`src/rtl/ps2_scan_rx_pkg.sv`:
```
// Shared constants and frame helpers for the PS/2 scancode receiver and the
// downstream decoders.
package ps2_scan_rx_pkg;

  localparam int PS2_FRAME_BITS = 11;
  localparam int PS2_DATA_BITS  = 8;

  localparam logic PS2_START = 1'b0;
  localparam logic PS2_STOP  = 1'b1;

  localparam logic [7:0] PS2_BREAK_PREFIX    = 8'hF0;
  localparam logic [7:0] PS2_EXTENDED_PREFIX = 8'hE0;

  typedef enum logic [1:0] {
    FRAME_NONE,
    FRAME_GOOD,
    FRAME_BAD
  } frame_status_e;

  // Frame layout, LSB first: [0]=start, [8:1]=data, [9]=odd parity, [10]=stop
  function automatic logic ps2_frame_ok(input logic [PS2_FRAME_BITS-1:0] frame);
    return (frame[0] == PS2_START) && (frame[10] == PS2_STOP) && ((^frame[9:1]) == 1'b1);
  endfunction

endpackage

```
`src/rtl/ps2_scan_rx_if.sv`:
```
// Consumer-side bus of the PS/2 receiver: scancode head, pop handshake and status.
interface ps2_scan_rx_if;
  import ps2_scan_rx_pkg::*;

  logic                     rd_en;
  logic                     ovf_clr;
  logic [PS2_DATA_BITS-1:0] data;
  logic                     ready;
  logic                     overflow;
  logic [7:0]               err_cnt;

  modport master (output data, ready, overflow, err_cnt, input rd_en, ovf_clr);
  modport slave  (input data, ready, overflow, err_cnt, output rd_en, ovf_clr);
endinterface

```
`src/rtl/ps2_scan_rx_sync_fifo.sv`:
```
// Generic synchronous FIFO with one-extra-bit pointers; push is ignored when
// full and pop is ignored when empty.
module sync_fifo #(
  parameter int WIDTH = 8,
  parameter int DEPTH = 8
) (
  input  logic             clk,
  input  logic             rst,
  input  logic             i_push,
  input  logic [WIDTH-1:0] i_wdata,
  input  logic             i_pop,
  output logic [WIDTH-1:0] o_rdata,
  output logic             o_full,
  output logic             o_empty
);

  localparam int AW = $clog2(DEPTH);

  logic [AW:0]      r_wptr;
  logic [AW:0]      r_rptr;
  logic [WIDTH-1:0] r_mem [DEPTH];

  logic w_do_push;
  logic w_do_pop;

  assign o_empty   = (r_wptr == r_rptr);
  assign o_full    = (r_wptr[AW] != r_rptr[AW]) && (r_wptr[AW-1:0] == r_rptr[AW-1:0]);
  assign w_do_push = i_push && !o_full;
  assign w_do_pop  = i_pop && !o_empty;
  assign o_rdata   = r_mem[r_rptr[AW-1:0]];

  // Storage is cleared on reset so the head output reads zero when idle
  always_ff @(posedge clk) begin
    if (rst) begin
      r_wptr <= '0;
      r_rptr <= '0;
      for (int i = 0; i < DEPTH; i++) r_mem[i] <= '0;
    end else begin
      if (w_do_push) begin
        r_mem[r_wptr[AW-1:0]] <= i_wdata;
        r_wptr                <= r_wptr + 1'b1;
      end
      if (w_do_pop) r_rptr <= r_rptr + 1'b1;
    end
  end

endmodule

```
`src/rtl/ps2_scan_rx.sv`:
```
// PS/2 keyboard frame receiver: synchronises the raw lines, assembles 11-bit
// frames, checks framing/parity and queues good scancodes in a FIFO.
module ps2_scan_rx
  import ps2_scan_rx_pkg::*;
#(
  parameter int FIFO_DEPTH     = 8,
  parameter int TIMEOUT_CYCLES = 50000
) (
  input  logic              clk,
  input  logic              rst,
  input  logic              ps2_clk,
  input  logic              ps2_data,
  ps2_scan_rx_if.master     bus
);

  localparam int TW = (TIMEOUT_CYCLES > 1) ? $clog2(TIMEOUT_CYCLES) : 1;
  localparam logic [3:0]    LAST_BIT = 4'(PS2_FRAME_BITS - 1);
  localparam logic [TW-1:0] TMO_MAX  = TW'(TIMEOUT_CYCLES - 1);

  logic [2:0]    r_clk_sync;
  logic [2:0]    r_data_sync;
  logic [3:0]    r_bit_cnt;
  logic [9:0]    r_shift;
  logic [TW-1:0] r_tmo_cnt;
  logic          r_overflow;
  logic [7:0]    r_err_cnt;

  logic                      w_fall;
  logic                      w_bit;
  logic                      w_timeout;
  logic                      w_full;
  logic                      w_empty;
  logic                      w_push;
  logic [PS2_FRAME_BITS-1:0] w_frame;
  frame_status_e             w_status;

  // Stage 3 is the oldest sample; a fall is seen when stage 3 is still high
  assign w_fall    = r_clk_sync[2] && !r_clk_sync[1];
  assign w_bit     = r_data_sync[2];
  assign w_frame   = {w_bit, r_shift};
  assign w_timeout = !w_fall && (r_bit_cnt != 4'd0) && (r_tmo_cnt == TMO_MAX);
  assign w_push    = (w_status == FRAME_GOOD);

  always_comb begin
    w_status = FRAME_NONE;
    if (w_fall && (r_bit_cnt == LAST_BIT))
      w_status = ps2_frame_ok(w_frame) ? FRAME_GOOD : FRAME_BAD;
  end

  always_ff @(posedge clk) begin
    if (rst) begin
      r_clk_sync  <= 3'b111;
      r_data_sync <= 3'b111;
      r_bit_cnt   <= 4'd0;
      r_shift     <= 10'd0;
      r_tmo_cnt   <= '0;
      r_overflow  <= 1'b0;
      r_err_cnt   <= 8'd0;
    end else begin
      r_clk_sync  <= {r_clk_sync[1:0], ps2_clk};
      r_data_sync <= {r_data_sync[1:0], ps2_data};

      if (w_fall) begin
        r_shift   <= {w_bit, r_shift[9:1]};
        r_bit_cnt <= (r_bit_cnt == LAST_BIT) ? 4'd0 : r_bit_cnt + 4'd1;
      end else if (w_timeout) begin
        r_bit_cnt <= 4'd0;
      end

      if (w_fall || w_timeout || (r_bit_cnt == 4'd0)) r_tmo_cnt <= '0;
      else                                             r_tmo_cnt <= r_tmo_cnt + 1'b1;

      // A new overflow beats a simultaneous clear
      if (w_push && w_full)  r_overflow <= 1'b1;
      else if (bus.ovf_clr)  r_overflow <= 1'b0;

      if (((w_status == FRAME_BAD) || w_timeout) && (r_err_cnt != 8'hFF))
        r_err_cnt <= r_err_cnt + 8'd1;
    end
  end

  sync_fifo #(
    .WIDTH (PS2_DATA_BITS),
    .DEPTH (FIFO_DEPTH)
  ) u_fifo (
    .clk     (clk),
    .rst     (rst),
    .i_push  (w_push),
    .i_wdata (w_frame[8:1]),
    .i_pop   (bus.rd_en),
    .o_rdata (bus.data),
    .o_full  (w_full),
    .o_empty (w_empty)
  );

  assign bus.ready    = !w_empty;
  assign bus.overflow = r_overflow;
  assign bus.err_cnt  = r_err_cnt;

endmodule
```
`src/flat_wrapper.sv`:
```
// flat-port wrapper written by rule: the top's interface ports become plain ports
module ps2_scan_rx_flat import ps2_scan_rx_pkg::*;
#(
  parameter int FIFO_DEPTH     = 8,
  parameter int TIMEOUT_CYCLES = 50000
)
  (clk, rst, ps2_clk, ps2_data, bus_data, bus_ready, bus_overflow, bus_err_cnt, bus_rd_en, bus_ovf_clr);
  ps2_scan_rx_if bus_i ();
  input  logic clk;
  input  logic rst;
  input  logic ps2_clk;
  input  logic ps2_data;
  output wire logic [$bits(bus_i.data)-1:0] bus_data;
  output wire logic [$bits(bus_i.ready)-1:0] bus_ready;
  output wire logic [$bits(bus_i.overflow)-1:0] bus_overflow;
  output wire logic [$bits(bus_i.err_cnt)-1:0] bus_err_cnt;
  input wire logic [$bits(bus_i.rd_en)-1:0] bus_rd_en;
  input wire logic [$bits(bus_i.ovf_clr)-1:0] bus_ovf_clr;
  assign bus_data = bus_i.data;
  assign bus_ready = bus_i.ready;
  assign bus_overflow = bus_i.overflow;
  assign bus_err_cnt = bus_i.err_cnt;
  assign bus_i.rd_en = bus_rd_en;
  assign bus_i.ovf_clr = bus_ovf_clr;
  ps2_scan_rx #(.FIFO_DEPTH(FIFO_DEPTH), .TIMEOUT_CYCLES(TIMEOUT_CYCLES)) u_core (.clk(clk), .rst(rst), .ps2_clk(ps2_clk), .ps2_data(ps2_data), .bus(bus_i));
endmodule
```
`config.mk`:
```
export PLATFORM = sky130hd
export DESIGN_NAME = ps2_scan_rx_flat
export DESIGN_NICKNAME = d
export VERILOG_FILES = /design/src/rtl/ps2_scan_rx_pkg.sv /design/src/rtl/ps2_scan_rx_if.sv /design/src/rtl/ps2_scan_rx_sync_fifo.sv /design/src/rtl/ps2_scan_rx.sv /design/src/flat_wrapper.sv
export SDC_FILE = /design/constraint.sdc
export NUM_CORES = 1
export LEC_CHECK = 0
export ABC_CLOCK_PERIOD_IN_PS = 5900
export CORE_MARGIN = 2
export CORE_UTILIZATION = 67
export CTS_BUF_LIST = sky130_fd_sc_hd__clkbuf_8
export DETAILED_ROUTE_END_ITERATION = 6
export PLACE_DENSITY = 0.84
export SLEW_MARGIN = 20
export SYNTH_ARGS = -nofsm -noshare
export SYNTH_HDL_FRONTEND = slang
export SYNTH_SLANG_ARGS = --single-unit
```
`constraint.sdc`:
```
create_clock -name clk -period 5.9 [get_ports clk]
set_input_delay 0.59 -clock clk [delete_from_list [all_inputs] [get_ports clk]]
set_output_delay 0.59 -clock clk [all_outputs]
set_load 0.005 [all_outputs]
```
After elaboration in Yosys (flattened, before gate mapping)
Memory sizes are Yosys's and may differ from the RTL's. A register that Yosys moved wholly into a read port is not among the register bits.
Cells that the tools add are included.
- flip-flop bits (word level): 53
- memory bits (writable): 64
- input port bits: 6
- output and inout bits: 18
- word-level logic and storage cells: 66
- memories: 1
- add/subtract/negate cells: 5
- equal/unequal tests: 8
- muxes and demuxes: 17
- bitwise gates (word level): 1
- reduce and logical (&&, ||, !) cells: 25
- memory list (memory ; words ; bits a word ; rd ports ; clocked after memory_dff ; write ports ; RTL line ; text):
    u_core.u_fifo.r_mem ; 8 ; 8 ; 1 ; 1 ; 8 ; ps2_scan_rx_sync_fifo.sv:21 ; logic [WIDTH-1:0] r_mem [DEPTH];
- operators by type and width (cell ; number):
    16-bit by 1-bit adder with 16-bit output (second input constant) ; 1
    16-bit == test (second input constant) ; 1
    4-bit by 1-bit adder with 4-bit output (second input constant) ; 3
    4-bit 2-to-1 mux ; 3
    1-bit logical AND ; 11
    3-bit 2-to-1 mux ; 3
    9-bit XOR reduction ; 1
    8-bit by 1-bit adder with 8-bit output (second input constant) ; 1
    1-bit 2-to-1 mux ; 8
    8-bit 2-to-1 mux ; 1
    8-bit != test (second input constant) ; 1
    8-bit OR reduction ; 1
    4-bit == test ; 1
    4-bit == test (second input constant) ; 1
    1-bit logical NOT ; 4
    4-bit logical NOT ; 1
    2-bit 2-to-1 mux ; 2
    2-bit nonzero test ; 2
    4-bit nonzero test ; 1
    3-bit == test ; 1
    1-bit logical OR ; 3
    2-bit by 1-bit == test with 1-bit output (second input constant) ; 1
    2-bit == test (second input constant) ; 1
    2-bit OR reduction ; 1
    2 further kinds ; 2

Logic depth before layout (Yosys ltp)
Gate-level depths: netlist (run 1).
- depth after elaboration: 12
- gate-level depth with buffers: 9
- gate-level depth less buffers: 8

Modules after synthesis
From an unflattened synthesis (run 1), not the netlist that was laid out.
- cells, all modules: 506
- area, all modules: 5725.5 sq um
- modules (own cells, without submodules) (module ; times used ; cells each ; area an instance (sq um)):
    sync_fifo ; 1 ; 274 ; 3693.5
    ps2_scan_rx ; 1 ; 232 ; 2031.9

Worst setup path before layout (run 1)
OpenSTA, ideal clock, no wires.
- path type: register to output
- from: register (tool-made name)
- to: output port bus_data[0]
- arrival time: 2043 ps
- slack: 3267 ps
- cell stages (with the launch flop): 5
- path through: dfxtp_1 -> clkbuf_1 -> buf_1 -> mux4_2 -> mux2_2
- RTL lines (element ; RTL line ; text):
    to (decl) ; flat_wrapper.sv:13 ; output wire logic [$bits(bus_i.data)-1:0] bus_data;

==> results of run 1 <==
## registers in the layout, indices dropped and copies added (netlist names), named ones only
register and flops:
u_core.u_fifo.r_mem 64, u_core.r_tmo_cnt 16, u_core.r_shift 10, u_core.bus.err_cnt 8, u_core.r_bit_cnt 4, u_core.u_fifo.r_rptr 4, u_core.u_fifo.r_wptr 4, u_core.r_clk_sync 3
u_core.r_data_sync 3, u_core.bus.overflow 1
## per-layer routing
layer  track usage  up-vias
li1              -     1621
met5             0        -
met4         0.107        0
met3        0.0618       16
met1         0.332     1616
met2         0.393       81
## worst min path at each step
stage / startpoint / to / slack (ps) / cells past startpoint
2_1_floorplan: u_core.r_clk_sync[0] / u_core.r_clk_sync[1] / 390 / 1
3_3_place_gp: u_core.r_clk_sync[0] / u_core.r_clk_sync[1] / 390 / 1
3_5_place_dp: u_core.r_clk_sync[0] / u_core.r_clk_sync[1] / 390 / 1
4_1_cts: u_core.r_clk_sync[0] / u_core.r_clk_sync[1] / 400 / 1
5_1_grt: u_core.r_data_sync[0] / u_core.r_data_sync[1] / 450 / 1
6_report: u_core.r_data_sync[0] / u_core.r_data_sync[1] / 410 / 1
## per-stage QoR
stage | total power, µW | util | hold WS (ps)
after floorplan | 945 | - | 389
after global placement | 961 | 0.728 | 391
after detailed placement | 964 | 0.728 | 393
after CTS | 1660 | 0.777 | 404
after global routing | 1700 | 0.777 | 445
final | 1650 | 0.777 | 407
## cell families (layout without fill, tap and decap cells)
kind of cell,Yosys count,in the layout
simple gates,212,212
flops,120,120
xor+xnor,37,37
buf+inv,30,58
compound gates,26,26
mux,26,26
fa+ha+maj,7,7
## power by group
part           total (µW)  internal (µW)  switching, µW
clock network         706            403            303
registers             902            895           7.49
logic                43.0           19.0           24.0
total                1650           1320            334
## cell type report
type | count | area (µm²)
Sequential cell | 120 | 3040
Multi-Input combinational cell | 308 | 2240
Fill cell | 506 | 1730
Clock buffer | 17 | 234
Timing Repair Buffer | 24 | 233
Clock inverter | 13 | 140
Tap cell | 102 | 128
Inverter | 4 | 15.0
## cells in the final DEF (no fill, tap or decap), types with 17 or more instances in the layout
cell             count
edfxtp_1            64
and2_1              67
dfxtp_1             55
xnor2_1             19
nand2_1             33
clkdlybuf4s50_1     22
nor2_1              46
clkbuf_8            17
a21oi_1             17
==> implementation parameters, run 1 <==
Parameter                              Value

STA
  Remaining max-slew budget at the tightest pin ... 0.493
  Transition time at the pin with the least slew margin ... 759 ps
  Unrepaired setup endpoints after global routing ... false
  Portion of the clock cycle consumed by the worst path in the final layout ... 0.528
  Worst setup margin ... roughly 2800 ps
  Clock period minus final worst setup slack ... 3120 ps
  Final Hold Viols ... 0
  Slew Limit Fails ... 0
  Fmax ... about 320 MHz
  Sum Neg Setup Slack ... 0 ps
  Final-report setup violation count ... 0
  Worst Skew ... 12.3 ps

Clock tree
  Master cell of the clock root buffer ... clkbuf_8
  Max H-tree Level ... 4
  Clock latency at the later pin of the worst-skew pair ... 420 ps
  Number of buffers inserted for hold repair after clock tree synthesis ... 0
  Number of buffers created by CTS ... 17
  Total of cells resized after clock tree synthesis ... 0
  TritonCTS clock tree ... built
  Clock transition at path regs ... about 60 ps
  Longest Clk Path Bufs ... 2
  Count of clock tree sinks ... 120
  Number of buffers inserted to repair setup after CTS ... 0

Setup path
  Number of cells on the worst reg-to-reg path ... 7
  Crit path arrival time ... 3230 ps
  Highest net fanout along the worst path ... 11
  Kind of start point of the critical path ... flop
  Path type of the worst setup path ... flop to flop
  Number of stages on the worst setup path ... 7
  Register-to-Register Setup Slack ... between 2000 and 3000 ps
  R2R Path End ... u_core.u_fifo.r_mem[5][3]
  Count of buffering cells on the critical path with inverters included ... 0
  CP Capture Type ... flop
  Cell Chain, Critical Path ... xor2_1, xnor3_1, xnor2_2, nor4b_4, nand3_1, nor2_1, or2_2
  Timing endpoint of the critical path ... u_core.u_fifo.r_mem[5][3]
  Critical-path top delay cell ... dfxtp_1
  Required arrival time at the worst endpoint ... approximately 6000 ps
  Largest stage delay on the critical path ... 500 ps
  FF-to-FF Start ... u_core.r_shift[8]
  Cell type group with the largest total delay on the critical path ... simple AND/OR/NAND/NOR gates
  Source of the critical timing path ... u_core.r_shift[8]

Routing
  Total wirelength of the detailed-routed design ... approximately 10000 µm
  Length of the first detailed-routing pass in iterations ... 4
  Overall via count from detail_route ... around 3.3k
  M1 WL ... 4360 µm
  Met3 WL post-DR ... 432 µm
  Final routed DRC violation total ... 0
  Total met2 wirelength after detailed routing ... approximately 5000 µm
  Antenna Violating Nets Remaining ... 0
  Via density per instance ... ~5.7
  Highest metal layer used by the detailed router ... met4
  Detailed router's first-iteration violation count ... 287
  Routed length per placed instance ... 16.9 µm

Logic synthesis
  Combinational family with the most area after synthesis ... simple AND/OR/NAND/NOR gates
  Post-synth top area share ... 0.356
  Syn_area_per_cell ... between 10 and 15 µm²
  Share of synthesized cell area in and, or, nand and nor gates ... 0.218
  Share of the yosys chip area belonging to registers ... 0.564
  Most repeated cell in the gate-level netlist after synthesis ... and2_1
  Post-synth top area cell ... edfxtp_1
  Synth async-reset ratio ... 0
  Post-synth net total ... 471
  Cell Area, Synth ... 5400 µm²
  Synthesized-area fraction occupied by xor and xnor cells ... 0.0640
  Count of flip-flops with a built-in enable after synthesis ... 64
  Flip-flop and latch count after synthesis ... 120
  Most area-consuming cells after synthesis ... edfxtp_1, dfxtp_1, and2_1, mux4_2, nor2_1
  Gate Count Post-Synth ... 458
  Primary flip-flop cell chosen by synthesis mapping ... edfxtp_1
  Synth Warn # ... 0
  Adder and majority cell fraction of the synthesized area ... 0.0162
  Top cells by count, synth ... and2_1, edfxtp_1, dfxtp_1
  Complex-gate fraction of the synthesized area ... 0.0299
  Count of unique library cells instantiated by Yosys ... 42
  Proportion of synthesized area in mux cells ... 0.0872

Floorplanning
  Number of placement rows ... 32
  Effective utilization at floorplan ... 0.695
  DIE HEIGHT ... 93.7 µm
  Die X ... ~94 µm
  Number of top-level pins ... 24
  Total core area ... between 7000 and 8000 µm²
  Die Area ... 8790 µm²

Layout
  Layout Cells excl Fill ... 588
  Diodes inserted ... 0
  Area delta synth->final ... 11.8%
  Ratio of cells with drive above 1 in the final layout ... 0.156
  Final instance area ... 6030 µm²
  Count of nets after finishing ... 488

Placed design
  Placed cell count ... roughly 560
  Number of port buffers ... 23
  Instance area after placement ... 5660 µm²
  Half-perimeter wire length of the detailed placement result ... 6960 µm
  DP Worst Slack ... 2830 ps
  Final Wtd Congestion ... 0.802

GRT
  Number of global-route vias before repair ... 3278
  Pin count of the biggest net entering global routing ... 53
  First-pass GRT wire length ... 16400 µm
  Total track usage ... 0.250
  Antenna violations before repair ... 0
  Global route overflow ... 0

Power and ir drop
  Peak supply drop ... 0.187 mV
  Power density over cell area ... ~270 nW/µm²
  Static leakage power ... 0.00216 µW

Run status
  Outcome ... completed

Min path
  Class of the most critical hold timing path ... flop to flop

Run
  Max-capacitance violation count ... 0
Power figures use the tool's default switching activity.
==> inputs of run 2 (changes only) <==
--- a/config.mk
+++ b/config.mk
@@ -5,12 +5,12 @@
 export SDC_FILE = /design/constraint.sdc
 export NUM_CORES = 1
 export LEC_CHECK = 0
-export ABC_CLOCK_PERIOD_IN_PS = 5900
+export ABC_CLOCK_PERIOD_IN_PS = 3050
 export CORE_MARGIN = 2
-export CORE_UTILIZATION = 67
+export CORE_UTILIZATION = 63
 export CTS_BUF_LIST = sky130_fd_sc_hd__clkbuf_8
 export DETAILED_ROUTE_END_ITERATION = 6
-export PLACE_DENSITY = 0.84
+export PLACE_DENSITY = 0.8
 export SLEW_MARGIN = 20
 export SYNTH_ARGS = -nofsm -noshare
 export SYNTH_HDL_FRONTEND = slang
==> constraint.sdc (replaced) <==
create_clock -name clk -period 3.05 [get_ports clk]
set_input_delay 0.305 -clock clk [delete_from_list [all_inputs] [get_ports clk]]
set_output_delay 0.305 -clock clk [all_outputs]
set_load 0.005 [all_outputs]
==> implementation parameters, run 2 (synthesis gave the netlist of run 1 again) <==
Parameter                              Value

Clock tree
  TritonCTS clock tree ... built
  Number of buffers inserted for hold repair after clock tree synthesis ... 0 (unchanged)
  Clock transition at path regs ... 70 ps (about the same)
  Max H-tree Level ... 4 (unchanged)
  Number of buffers inserted to repair setup after CTS ... 0 (unchanged)
  Clock latency at the later pin of the worst-skew pair ... 420 ps (about the same)
  Total of cells resized after clock tree synthesis ... 0 (unchanged)
  Longest Clk Path Bufs ... 2 (unchanged)
  Number of buffers created by CTS ... 17 (unchanged)
  Master cell of the clock root buffer ... clkbuf_8
  Count of clock tree sinks ... 120 (unchanged)

Floorplanning
  Die X ... 96.6 µm (+3.0%)
  Effective utilization at floorplan ... 0.653 (-0.0413)
  Number of top-level pins ... 24 (unchanged)
  Total core area ... 8260 µm² (+6.3%)
  DIE HEIGHT ... 96.6 µm (+3.0%)
  Die Area ... 9320 µm² (+6.1%)
  Number of placement rows ... 33 (+3.1%)

Routing
  Overall via count from detail_route ... 3383 (+1.5%)
  Length of the first detailed-routing pass in iterations ... 4 (unchanged)
  Via density per instance ... 5.54 (-2.3%)
  Routed length per placed instance ... 16.5 µm (-2.8%)
  Antenna Violating Nets Remaining ... 0 (unchanged)
  Final routed DRC violation total ... 0 (unchanged)
  Detailed router's first-iteration violation count ... 147 (-49%)
  Total wirelength of the detailed-routed design ... 10100 µm (+1.0%)

Setup path
  Source of the critical timing path ... u_core.r_shift[8]
  Timing endpoint of the critical path ... u_core.u_fifo.r_mem[0][6]
  Number of cells on the worst reg-to-reg path ... 7 (unchanged)
  Required arrival time at the worst endpoint ... 3160 ps (-2850 ps)
  Critical-path top delay cell ... dfxtp_1
  Kind of start point of the critical path ... flop
  FF-to-FF Start ... u_core.r_shift[8]
  Crit path arrival time ... 2990 ps (-240 ps)
  Path type of the worst setup path ... flop to flop
  Largest stage delay on the critical path ... 520 ps (+20 ps)
  Register-to-Register Setup Slack ... 170 ps (-2620 ps)
  R2R Path End ... u_core.u_fifo.r_mem[0][6]
  CP Capture Type ... flop
  Cell Chain, Critical Path ... xor2_1, xnor3_1, xnor2_2, nor4b_4, nand2b_2, nor4_4, or2_2
  Highest net fanout along the worst path ... 11 (unchanged)

Layout
  Count of nets after finishing ... 506 (+3.7%)
  Leading cell type in the layout, fill and taps excluded ... and2_1
  Most frequent cells in the layout ... and2_1, edfxtp_1, dfxtp_1, nor2_1, nand2_1
  Flip-flop count of the largest register after layout ... 64 (unchanged)
  Diodes inserted ... 0 (unchanged)
  Register with the most flip-flops ... u_core.u_fifo.r_mem
  Ratio of cells with drive above 1 in the final layout ... 0.196 (+0.0393)
  Area delta synth->final ... 15.5%
  Largest registers ranked by flip-flop count ... u_core.u_fifo.r_mem x64, u_core.r_tmo_cnt x16, u_core.r_shift x10
  Fill cell instance count of the final layout ... 542 (+7.1%)

GRT
  Antenna violations before repair ... 0 (unchanged)
  Met1 layer usage reported by global route ... 0.311 (-0.0200)
  Pin count of the biggest net entering global routing ... 28 (-47%)
  GR peak layer ... met2
  Global Route met3 Usage ... 0.0543 (-0.00749)
  Number of global-route vias before repair ... 3416 (+4.2%)
  Global route overflow ... 0 (unchanged)
  Global-route track usage on met2 ... 0.414 (+0.0209)
  First-pass GRT wire length ... 16700 µm (+2.3%)
  Total track usage ... 0.243 (-0.00642)

STA
  Remaining max-slew budget at the tightest pin ... 0.495 (+0.00205)
  Slew Limit Fails ... 0 (unchanged)
  Sum Neg Setup Slack ... 0 ps (unchanged)
  Final-report setup violation count ... 0 (unchanged)
  Fmax ... 347 MHz (+8.1%)
  Unrepaired setup endpoints after global routing ... false
  Portion of the clock cycle consumed by the worst path in the final layout ... 0.945 (+0.417)
  Worst Skew ... 10.9 ps (-1.46 ps)
  Clock period minus final worst setup slack ... 2880 ps (-235 ps)
  Final Hold Viols ... 0 (unchanged)
  Worst Hold Slack ... 352 ps (-55.5 ps)
  Transition time at the pin with the least slew margin ... 756 ps (-3.07 ps)

Power and ir drop
  Static leakage power ... 0.00227 µW (+5.3%)
  Power Total ... 3370 µW (+100%)
  Power density over cell area ... 541 nW/µm² (+98%)
  Peak supply drop ... 0.392 mV (+110%)

Run
  Max-capacitance violation count ... 0 (unchanged)

Min path
  Class of the most critical hold timing path ... input port to flop

Run status
  Outcome ... completed

Placed design
  Final Wtd Congestion ... 0.806 (+0.45%)
  Half-perimeter wire length of the detailed placement result ... 6820 µm (-2.1%)
  Number of port buffers ... 23 (unchanged)
==> run 2: worst min path at each step <==
stage / slack, ps / endpoint / depth (start not counted) / startpoint
final: 350 / u_core.u_fifo.r_wptr[1] / 2 / rst
after global routing: 370 / u_core.u_fifo.r_wptr[0] / 2 / rst
after CTS: 320 / u_core.u_fifo.r_wptr[1] / 2 / rst
after detailed placement: 400 / u_core.r_clk_sync[1] / 1 / u_core.r_clk_sync[0]
after global placement: 390 / u_core.r_data_sync[1] / 1 / u_core.r_data_sync[0]
after floorplan: 390 / u_core.r_clk_sync[1] / 1 / u_core.r_clk_sync[0]
==> run 2: per-layer routing <==
| metal | wire length [µm] | vias up | part of all wire |
|---|---|---|---|
| li1 | - | 1654 | - |
| met1 | 4260 | 1610 | 0.42 |
| met2 | 5120 | 103 | 0.51 |
| met3 | 512 | 16 | 0.051 |
| met4 | 181 | 0 | 0.018 |
| met5 | 0 | - | 0 |
==> run 2: cell type report <==
type,count,area (µm²),share of cell area
clock buffers,17,234,0.0375
clock inverters,15,201,0.0323
inverters,4,15.0,0.00241
multi-input cells,308,2240,0.359
flip-flops and latches,120,3040,0.488
well taps,105,131,0.0211
repair buffers,42,368,0.0590
==> run 2: worst max-delay path: cells and delay by family (launching register included) <==
family | cells | cell delay [ps]
flops | 1 | 520
simple gates | 4 | 1220
xor+xnor | 3 | 840
==> run 2: power breakdown <==
part / switching (µW) / internal, µW
combinational: 47.6 / 38.2
sequential: 13.1 / 1730
clock: 652 / 894
==> run 2: stage by stage <==
step	cell area (µm²)	setup slack [ps]	cells	util
6_report	6230	167	611	0.755
5_1_grt	6230	23.4	611	0.755
4_1_cts	6230	187	611	0.755
3_5_place_dp	5800	179	579	0.702
3_3_place_gp	5800	312	579	0.702
2_1_floorplan	5400	512	458	-
==> inputs of run 3 (changes only) <==
--- a/config.mk
+++ b/config.mk
@@ -11,6 +11,7 @@
 export CTS_BUF_LIST = sky130_fd_sc_hd__clkbuf_8
 export DETAILED_ROUTE_END_ITERATION = 6
 export PLACE_DENSITY = 0.8
+export SKIP_CTS_REPAIR_TIMING = 1
 export SLEW_MARGIN = 20
 export SYNTH_ARGS = -nofsm -noshare
 export SYNTH_HDL_FRONTEND = slang
==> results of run 3 <==
No change in the layout: final DEF, timing and power equal those of run 2.
